## config.mk

```make
export PLATFORM = sky130hd
export DESIGN_NAME = delay_arbiter
export DESIGN_NICKNAME = d
export VERILOG_FILES = /design/src/rtl/delay_arb_pkg.sv /design/src/rtl/delay_arb_rr_pick.sv /design/src/rtl/delay_arbiter.sv
export SDC_FILE = /design/constraint.sdc
export NUM_CORES = 1
export LEC_CHECK = 0
export CAP_MARGIN = 40
export CORE_MARGIN = 8
export CORE_UTILIZATION = 35
export DETAILED_ROUTE_END_ITERATION = 12
export GPL_ROUTABILITY_DRIVEN = 0
export HOLD_SLACK_MARGIN = 0.06
export PLACE_DENSITY_LB_ADDON = 0.05
export SLEW_MARGIN = 40
export SYNTH_ARGS = -nofsm -noshare
export SYNTH_HDL_FRONTEND = slang
export SYNTH_SLANG_ARGS = --single-unit
```

## constraint.sdc

```tcl
create_clock -name clk -period 4.5 [get_ports clk]
set_input_delay 1.125 -clock clk [delete_from_list [all_inputs] [get_ports clk]]
set_output_delay 1.125 -clock clk [all_outputs]
set_load 0.05 [all_outputs]
```

## src/rtl/delay_arb_pkg.sv

```systemverilog
// Shared types and constants for the delay arbiter.
// The optional abort path is controlled by DELAY_ARBITER_ABORT_EN in delay_arbiter.sv.
package delay_arb_pkg;

    localparam int DEFAULT_N     = 2500;
    localparam int DEFAULT_CBITS = 12;
    localparam int MAX_NREQ      = 16;
    localparam int IDXW          = 4;

    // Two-hot-free encoding so illegal values are detectable and recoverable.
    typedef enum logic [1:0] {
        IDLE  = 2'b01,
        COUNT = 2'b10
    } state_t;

    function automatic logic [MAX_NREQ-1:0] onehot(input logic [IDXW-1:0] idx);
        return MAX_NREQ'(1) << idx;
    endfunction

endpackage

```

## src/rtl/delay_arb_rr_pick.sv

```systemverilog
// Combinational round-robin picker: first set req bit strictly after ptr, wrapping.
module delay_arb_rr_pick #(
    parameter int NREQ = 4,
    parameter int PW   = $clog2(NREQ)
) (
    input  logic [NREQ-1:0] req,
    input  logic [PW-1:0]   ptr,
    output logic [PW-1:0]   idx,
    output logic            valid
);

    logic [PW-1:0] cand;

    // Walk offsets from farthest to nearest so the nearest set bit wins last.
    always_comb begin
        idx   = '0;
        valid = 1'b0;
        cand  = '0;
        for (int k = NREQ; k >= 1; k--) begin
            cand = PW'((int'(ptr) + k) % NREQ);
            if (req[cand]) begin
                idx   = cand;
                valid = 1'b1;
            end
        end
    end

endmodule

```

## src/rtl/delay_arbiter.sv

```systemverilog
// Round-robin arbiter sharing one programmable delay counter among NREQ requesters.
// Define DELAY_ARBITER_ABORT_EN to end a grant early when its owner drops req.
module delay_arbiter
    import delay_arb_pkg::*;
#(
    parameter int NREQ  = 4,
    parameter int CBITS = DEFAULT_CBITS,
    parameter int N     = DEFAULT_N,
    parameter int PW    = $clog2(NREQ)
) (
    input  logic                  clk,
    input  logic                  rst,
    input  logic [NREQ-1:0]       req,
    input  logic [NREQ*CBITS-1:0] dly,
    output logic [NREQ-1:0]       grant,
    output logic [NREQ-1:0]       done,
    output logic                  sig,
    output logic                  abrt,
    output logic                  busy,
    output logic                  err
);

    state_t           state;
    logic [CBITS-1:0] cnt;
    logic [CBITS-1:0] limit;
    logic [PW-1:0]    ptr;
    logic [PW-1:0]    pick_idx;
    logic             pick_valid;
    logic [CBITS-1:0] dly_a [NREQ];

    for (genvar i = 0; i < NREQ; i++) begin : g_dly
        assign dly_a[i] = dly[i*CBITS +: CBITS];
    end

    delay_arb_rr_pick #(.NREQ(NREQ), .PW(PW)) u_pick (
        .req   (req),
        .ptr   (ptr),
        .idx   (pick_idx),
        .valid (pick_valid)
    );

    assign busy = (state == COUNT);

    always_ff @(posedge clk or negedge rst) begin
        if (!rst) begin
            state <= IDLE;
            cnt   <= '0;
            limit <= '0;
            ptr   <= PW'(NREQ - 1);
            grant <= '0;
            done  <= '0;
            sig   <= 1'b0;
            abrt  <= 1'b0;
            err   <= 1'b0;
        end else begin
            done <= '0;
            sig  <= 1'b0;
            abrt <= 1'b0;
            case (state)
                IDLE: begin
                    grant <= '0;
                    if (pick_valid) begin
                        grant <= NREQ'(onehot(IDXW'(pick_idx)));
                        ptr   <= pick_idx;
                        cnt   <= '0;
                        limit <= (dly_a[pick_idx] == '0) ? CBITS'(N) : dly_a[pick_idx];
                        state <= COUNT;
                    end
                end
                COUNT: begin
                    if (cnt > limit || !$onehot(grant))
                        err <= 1'b1;
                    // An overrun counter can never meet limit again; drop the grant.
                    if (cnt > limit) begin
                        grant <= '0;
                        cnt   <= '0;
                        state <= IDLE;
                    end
`ifdef DELAY_ARBITER_ABORT_EN
                    else if (!req[ptr]) begin
                        abrt  <= 1'b1;
                        grant <= '0;
                        cnt   <= '0;
                        state <= IDLE;
                    end
`endif
                    else if (cnt == limit) begin
                        done  <= NREQ'(onehot(IDXW'(ptr)));
                        sig   <= 1'b1;
                        grant <= '0;
                        cnt   <= '0;
                        state <= IDLE;
                    end else begin
                        cnt <= cnt + 1'b1;
                    end
                end
                default: begin
                    err   <= 1'b1;
                    grant <= '0;
                    cnt   <= '0;
                    state <= IDLE;
                end
            endcase
        end
    end

endmodule
```

# Word-level counts from Yosys, hierarchy flattened
# Index checks and enable logic that the tools add are counted.
[op_classes] n_addsub=8 magnitude_cmp=6 n_eq_ne=7 n_shift=2 mux=40 bitwise=2 n_reduce_logical=6
[ops] op="12-bit 2-to-1 mux" count=6
[ops] op="12-bit binary-select mux with 2-bit select" count=1
[ops] op="4-bit 2-to-1 mux" count=6
[ops] op="12-bit one-hot mux with 2 select lines" count=1
[ops] op="2-bit 2-to-1 mux" count=7
[ops] op="12-bit by 1-bit adder with 12-bit output (second input constant)" count=1
[ops] op="12-bit equality test" count=1
[ops] op="12-bit greater-than comparator" count=1
[ops] op="12-bit zero test" count=1
[ops] op="2-bit by 3-bit less-than comparator with 1-bit output (second input constant)" count=4
[ops] op="1-bit 2-to-1 mux" count=12
[ops] op="1-bit binary-select mux with 2-bit select" count=4
[ops] op="4-bit one-hot mux with 2 select lines" count=1
[ops] op="1-bit by 2-bit left shift with 4-bit output (first input constant)" count=2
[ops] op="2-bit AND reduction" count=3
[ops] op="1-bit by 1-bit adder with 2-bit output" count=2
[ops] op="2-bit by 1-bit adder with 2-bit output (second input constant)" count=2
[ops] op="2-bit adder (second input constant)" count=2
[ops] op="2-bit one-hot mux with 2 select lines" count=1
[ops] op="2-bit by 2-bit adder with 3-bit output" count=1
[ops] op="3-bit by 1-bit equality test with 1-bit output (second input constant)" count=1
[ops] op="3-bit >= comparator (second input constant)" count=1
[ops] op="3-bit by 1-bit != test with 1-bit output (second input constant)" count=1
[ops] op="2-bit NOT with 3-bit output" count=1
[ops] op="8 further kinds" count=8
[word_totals] reg_bits=38 in_bits=54 out_inout_bits=12

# Logic depth before layout (Yosys ltp)
[logic_depth] ltp_word=13 ltp_mapped=12

# Hierarchy
# A second synthesis with hierarchy kept.
[unflattened] cells_unflattened=222 hier_area_um2=2433.6
[modules_own_cells] module="delay_arbiter" instances=1 cells_per_inst=208 area_per_inst_um2=2342.2 seq_area_each_um2=954.7
[modules_own_cells] module="delay_arb_rr_pick" instances=1 cells_per_inst=14 area_per_inst_um2=91.3 seq_area_each_um2=0.0

# Least setup slack after synthesis
# OpenSTA, ideal clock, no wires.
[synth_path] path_type="input port to flip-flop" from="input port req[1]" to="register limit[11]" t_arrival_ns=3.235 required_time_ns=4.413 path_slack_ns=1.178 path_stages=9 n_path_buf=1 path_cell_list="buf_2 -> mux4_2 -> nand2b_1 -> a21o_2 -> nand2_4 -> mux2_2 -> nor4_1 -> o2111ai_2 -> o211ai_1"
[synth_via] elab_chain_len=12
[synth_rtl] element="start: declaration" line="delay_arbiter.sv:13" source="input logic [NREQ-1:0] req,"
[synth_rtl] element="1-bit binary-select mux with 2-bit select" line="delay_arb_rr_pick.sv:21" source="if (req[cand]) begin"
[synth_rtl] element="1-bit 2-to-1 mux (implied by the code)" line="delay_arb_rr_pick.sv:21"
[synth_rtl] element="2-bit 2-to-1 mux (4 in a row)" line="delay_arb_rr_pick.sv:21"
[synth_rtl] element="2-bit NOT with 3-bit output (implied by the code)" line="delay_arbiter.sv:66" source="limit <= (dly_a[pick_idx] == '0) ? CBITS'(N) : dly_a[pick_idx];"
[synth_rtl] element="12-bit binary-select mux with 2-bit select" line="delay_arbiter.sv:66"
[synth_rtl] element="12-bit 2-to-1 mux (implied by the code) (2 in a row)" line="delay_arbiter.sv:66"
[synth_rtl] element="12-bit zero test" line="delay_arbiter.sv:66"
[synth_rtl] element="12-bit 2-to-1 mux" line="delay_arbiter.sv:66"
[synth_rtl] element="end signal: assignment" line="delay_arbiter.sv:66"
[synth_rtl] element="end: declaration" line="delay_arbiter.sv:25" source="logic [CBITS-1:0] limit;"
# Parallel ways exist; a longest one is shown, timed or not. The select of a mux whose other input is x is not followed.
# A chain may end at the register's enable or synchronous reset.

# Worst setup path after layout
[layout_path] from="input port req[3]" to="register limit[7]"
# The elaborated chain is that of the path after synthesis.

==> results.py <==
metrics = {
    "timing": {
        "worst_pin_slew_ns": 0.641,
        "post-route-worst-setup-slack_ns": 0.604,
        "drv_slew": 0,
        "max_freq_ghz": 0.257,
        "hold_viol_final": 0,
        "worst_clock_skew_ns": 0.0122,
        "rsz0062_at_grt": "false",
        "holdWs_ns": 0.463,
        "fin_crit_ns": 3.90,
        "final.setup.tns_ns": 0,
        "period_share_pct": 86.6,
        "setup_viol": 0,
        "slew_headroom_pct": 57.1,
    },
    "clock_tree": {
        "cts_buffer_depth": 2,
        "numCtsBuffers": 5,
        "cts_resized": 0,
        "post_cts_buffers": 0,
        "clk_pin_slew_ns": 0.07,
        "ctsHoldBuffers": 0,
        "cts_root_buf": "clkbuf_8",
        "htreeDepth": 2,
        "tritoncts": "done",
        "clkLatencyLatePin_ns": 0.30,
        "clock_sinks": 38,
    },
    "hold_path": {
        "whs_path_depth": 1,
        "hp-class": "reg2reg",
    },
    "die": {
        "dieWidth_um": 103,
        "design.die.area_um2": 10700,
        "ioPinCount": 66,
        "core_area_um2": 7570,
        "rows": 32,
        "initial_core_util_pct": 35.3,
        "die_h_um": 103,
    },
    "drt": {
        "wirelength_um": 6610,
        "dr.pass1.iters": 4,
        "wire_per_inst_um": 15.3,
        "via_per_inst": 4.98,
        "drc": 0,
        "via_count": 2152,
        "first_iter_violations": 63,
        "ant_nets": 0,
    },
    "yosys": {
        "synthCells": 266,
        "synth-edff-count": 0,
        "yosysTopAreaCell": "dfrtp_1",
        "syn_area_um2": 2670,
        "ys_ff_latch": 38,
        "synthArstFlopShare_pct": 100,
        "synth_nets": 340,
        "synth_compound_area_share_pct": 12.3,
        "synth_simple_gate_area_share_pct": 17.8,
        "synth_fa_ha_area_share_pct": 9.65,
        "synth_cell_types": 50,
        "syn_area_per_cell_um2": 10.0,
        "seq_area_frac_synth_pct": 35.8,
        "synth_top_family_by_area": "simple AND/OR/NAND/NOR gates",
        "synth_area_leaders": "dfrtp_1 (33%), ha_1 (8.9%), mux4_1 (5.9%)",
        "muxShareOfSynthArea_pct": 15.2,
        "yosysWarnings": 0,
        "yosys.area_share.xor_xnor_pct": 2.95,
        "synth-main-ff-cell": "dfrtp_1",
        "synth_top_cell_area_share_pct": 32.8,
    },
    "finish": {
        "fillers": 730,
        "multiInputGateArea_um2": 1570,
        "drive_gt1_share_pct": 10.0,
        "final_area_um2": 3530,
        "num_antenna_cells": 0,
        "syn2layout_area_growth_pct": 32.3,
        "register_area_um2": 955,
        "fin_nets": 403,
    },
    "power": {
        "cellPowerDensity_nw_per_um2": 570,
        "power_mw": 2.01,
        "leakagePower_nw": 1.53,
        "peakVddDrop_v": 0.000324,
    },
    "setup_path": {
        "worstSetupPathType": "in2reg",
        "start_kind": "input port",
        "cp.arrival_ns": 4.10,
        "crit_fanout": 18,
        "r2r_cells": 10,
        "worstSetupEndpointType": "register",
        "crit_required_ns": 4.71,
    },
    "global_route": {
        "grt.total_usage_pct": 13.1,
        "grt_pass1_vias": 2207,
        "grt_overflow_total": 0,
        "grt_max_degree": 39,
        "antenna_found_initial": 0,
        "grt_pass1_wl_um": 10900,
    },
    "status": {
        "status": "complete, no violations",
    },
    "placed_design": {
        "place_ws_ns": 0.228,
        "dpl.hpwl_um": 5340,
        "port_buffers": 64,
        "placed_cell_area_um2": 3380,
    },
    "run": {
        "cap_violations": 0,
    },
}
## critical path: stages
cell and delay [ns]:
clkdlybuf4s50_1 0.57, mux4_1 0.58, nand2b_1 0.16, nand3_2 0.18
nand2_4 0.28, mux2_2 0.38, nor4_1 0.40, o2111ai_2 0.27
o211ai_1 0.16
## layer usage
| layer | up-vias | track usage, % | wire length, um |
|---|---|---|---|
| li1 | 1083 | - | - |
| met1 | 1013 | 17.1 | 3150 |
| met2 | 49 | 20.5 | 3070 |
| met3 | 7 | 3.61 | 305 |
| met4 | 0 | 4.34 | 86 |
| met5 | - | 0 | 0 |
## cell families after synthesis
group                      Yosys count
adders and majority gates           20
DFF                                 38
xor gates and xnor gates             9
and+or+nand+nor                     92
buffers and inverters               35
AOI/OAI and AO/OA                   47
muxes                               24
other                                1
## stage by stage
stage          utilization [%]  std cells
2_1_floorplan                -        266
3_3_place_gp              44.6        424
3_5_place_dp              44.7        424
4_1_cts                   46.5        432
5_1_grt                   46.7        432
6_report                  46.7        432
## state kept, by name (all words and copies together) (netlist names)
name and flops:
cnt 12, done 4, err 1, grant 4, limit 12, ptr 2
sig 1, state 2
## final timing paths
check	startpoint	end	slack, ns
min reg2reg	err$_DFFE_PN0P_	err$_DFFE_PN0P_	0.46
min	err$_DFFE_PN0P_	err$_DFFE_PN0P_	0.46
max	req[3]	limit[7]$_DFFE_PN0P_	0.60
min in group asynchronous	rst	done[3]$_DFF_PN0_	0.79
max reg2reg	ptr[0]$_DFFE_PN1P_	limit[7]$_DFFE_PN0P_	0.99
max in group asynchronous	rst	state[0]$_DFFE_PN1P_	3.36
## placed cells by master, fill, tap and decap left out, types with 3 or more instances in the layout
master / n
mux2_2: 4
xnor2_1: 6
nand2_1: 20
dfrtp_1: 35
mux2i_1: 8
clkdlybuf4s50_1: 63
mux4_2: 5
ha_1: 19
nand3_1: 8
mux4_1: 6
a21oi_1: 4
dfstp_2: 3
xor2_1: 3
nand2b_1: 3
a21o_1: 5
nor2b_1: 4
nand4_1: 8
nor3_1: 3
and2_1: 5
buf_4: 3
inv_1: 25
nor2_1: 27
o21ai_0: 16
o211ai_1: 7
and3_1: 3
a32o_1: 3
clkbuf_8: 5
## report_power, final
part / switching [mW] / internal (mW)
logic: 0.647 / 0.501
clock network: 0.125 / 0.222
registers: 0.0708 / 0.448
total: 0.843 / 1.17
## Yosys cell counts, drive strengths merged (6+ instances only)
cell type	n
xnor2	6
mux4	11
o211ai	7
nand2	21
nor2	27
mux2i	8
ha	19
nand4	8
nand3	9
a21o	6
buf	7
dfrtp	35
inv	25
o21ai	17
## final cells by class
class                      instances  area share (%)
clock inverter                     3            1.95
timing repair buffer              66            18.5
inverter                          25            2.66
tap                              102            3.61
clock buffer                       5            1.95
sequential                        38            27.0
multi-input combinational        193            44.3
No activity file was read; power rests on OpenSTA's default activity.
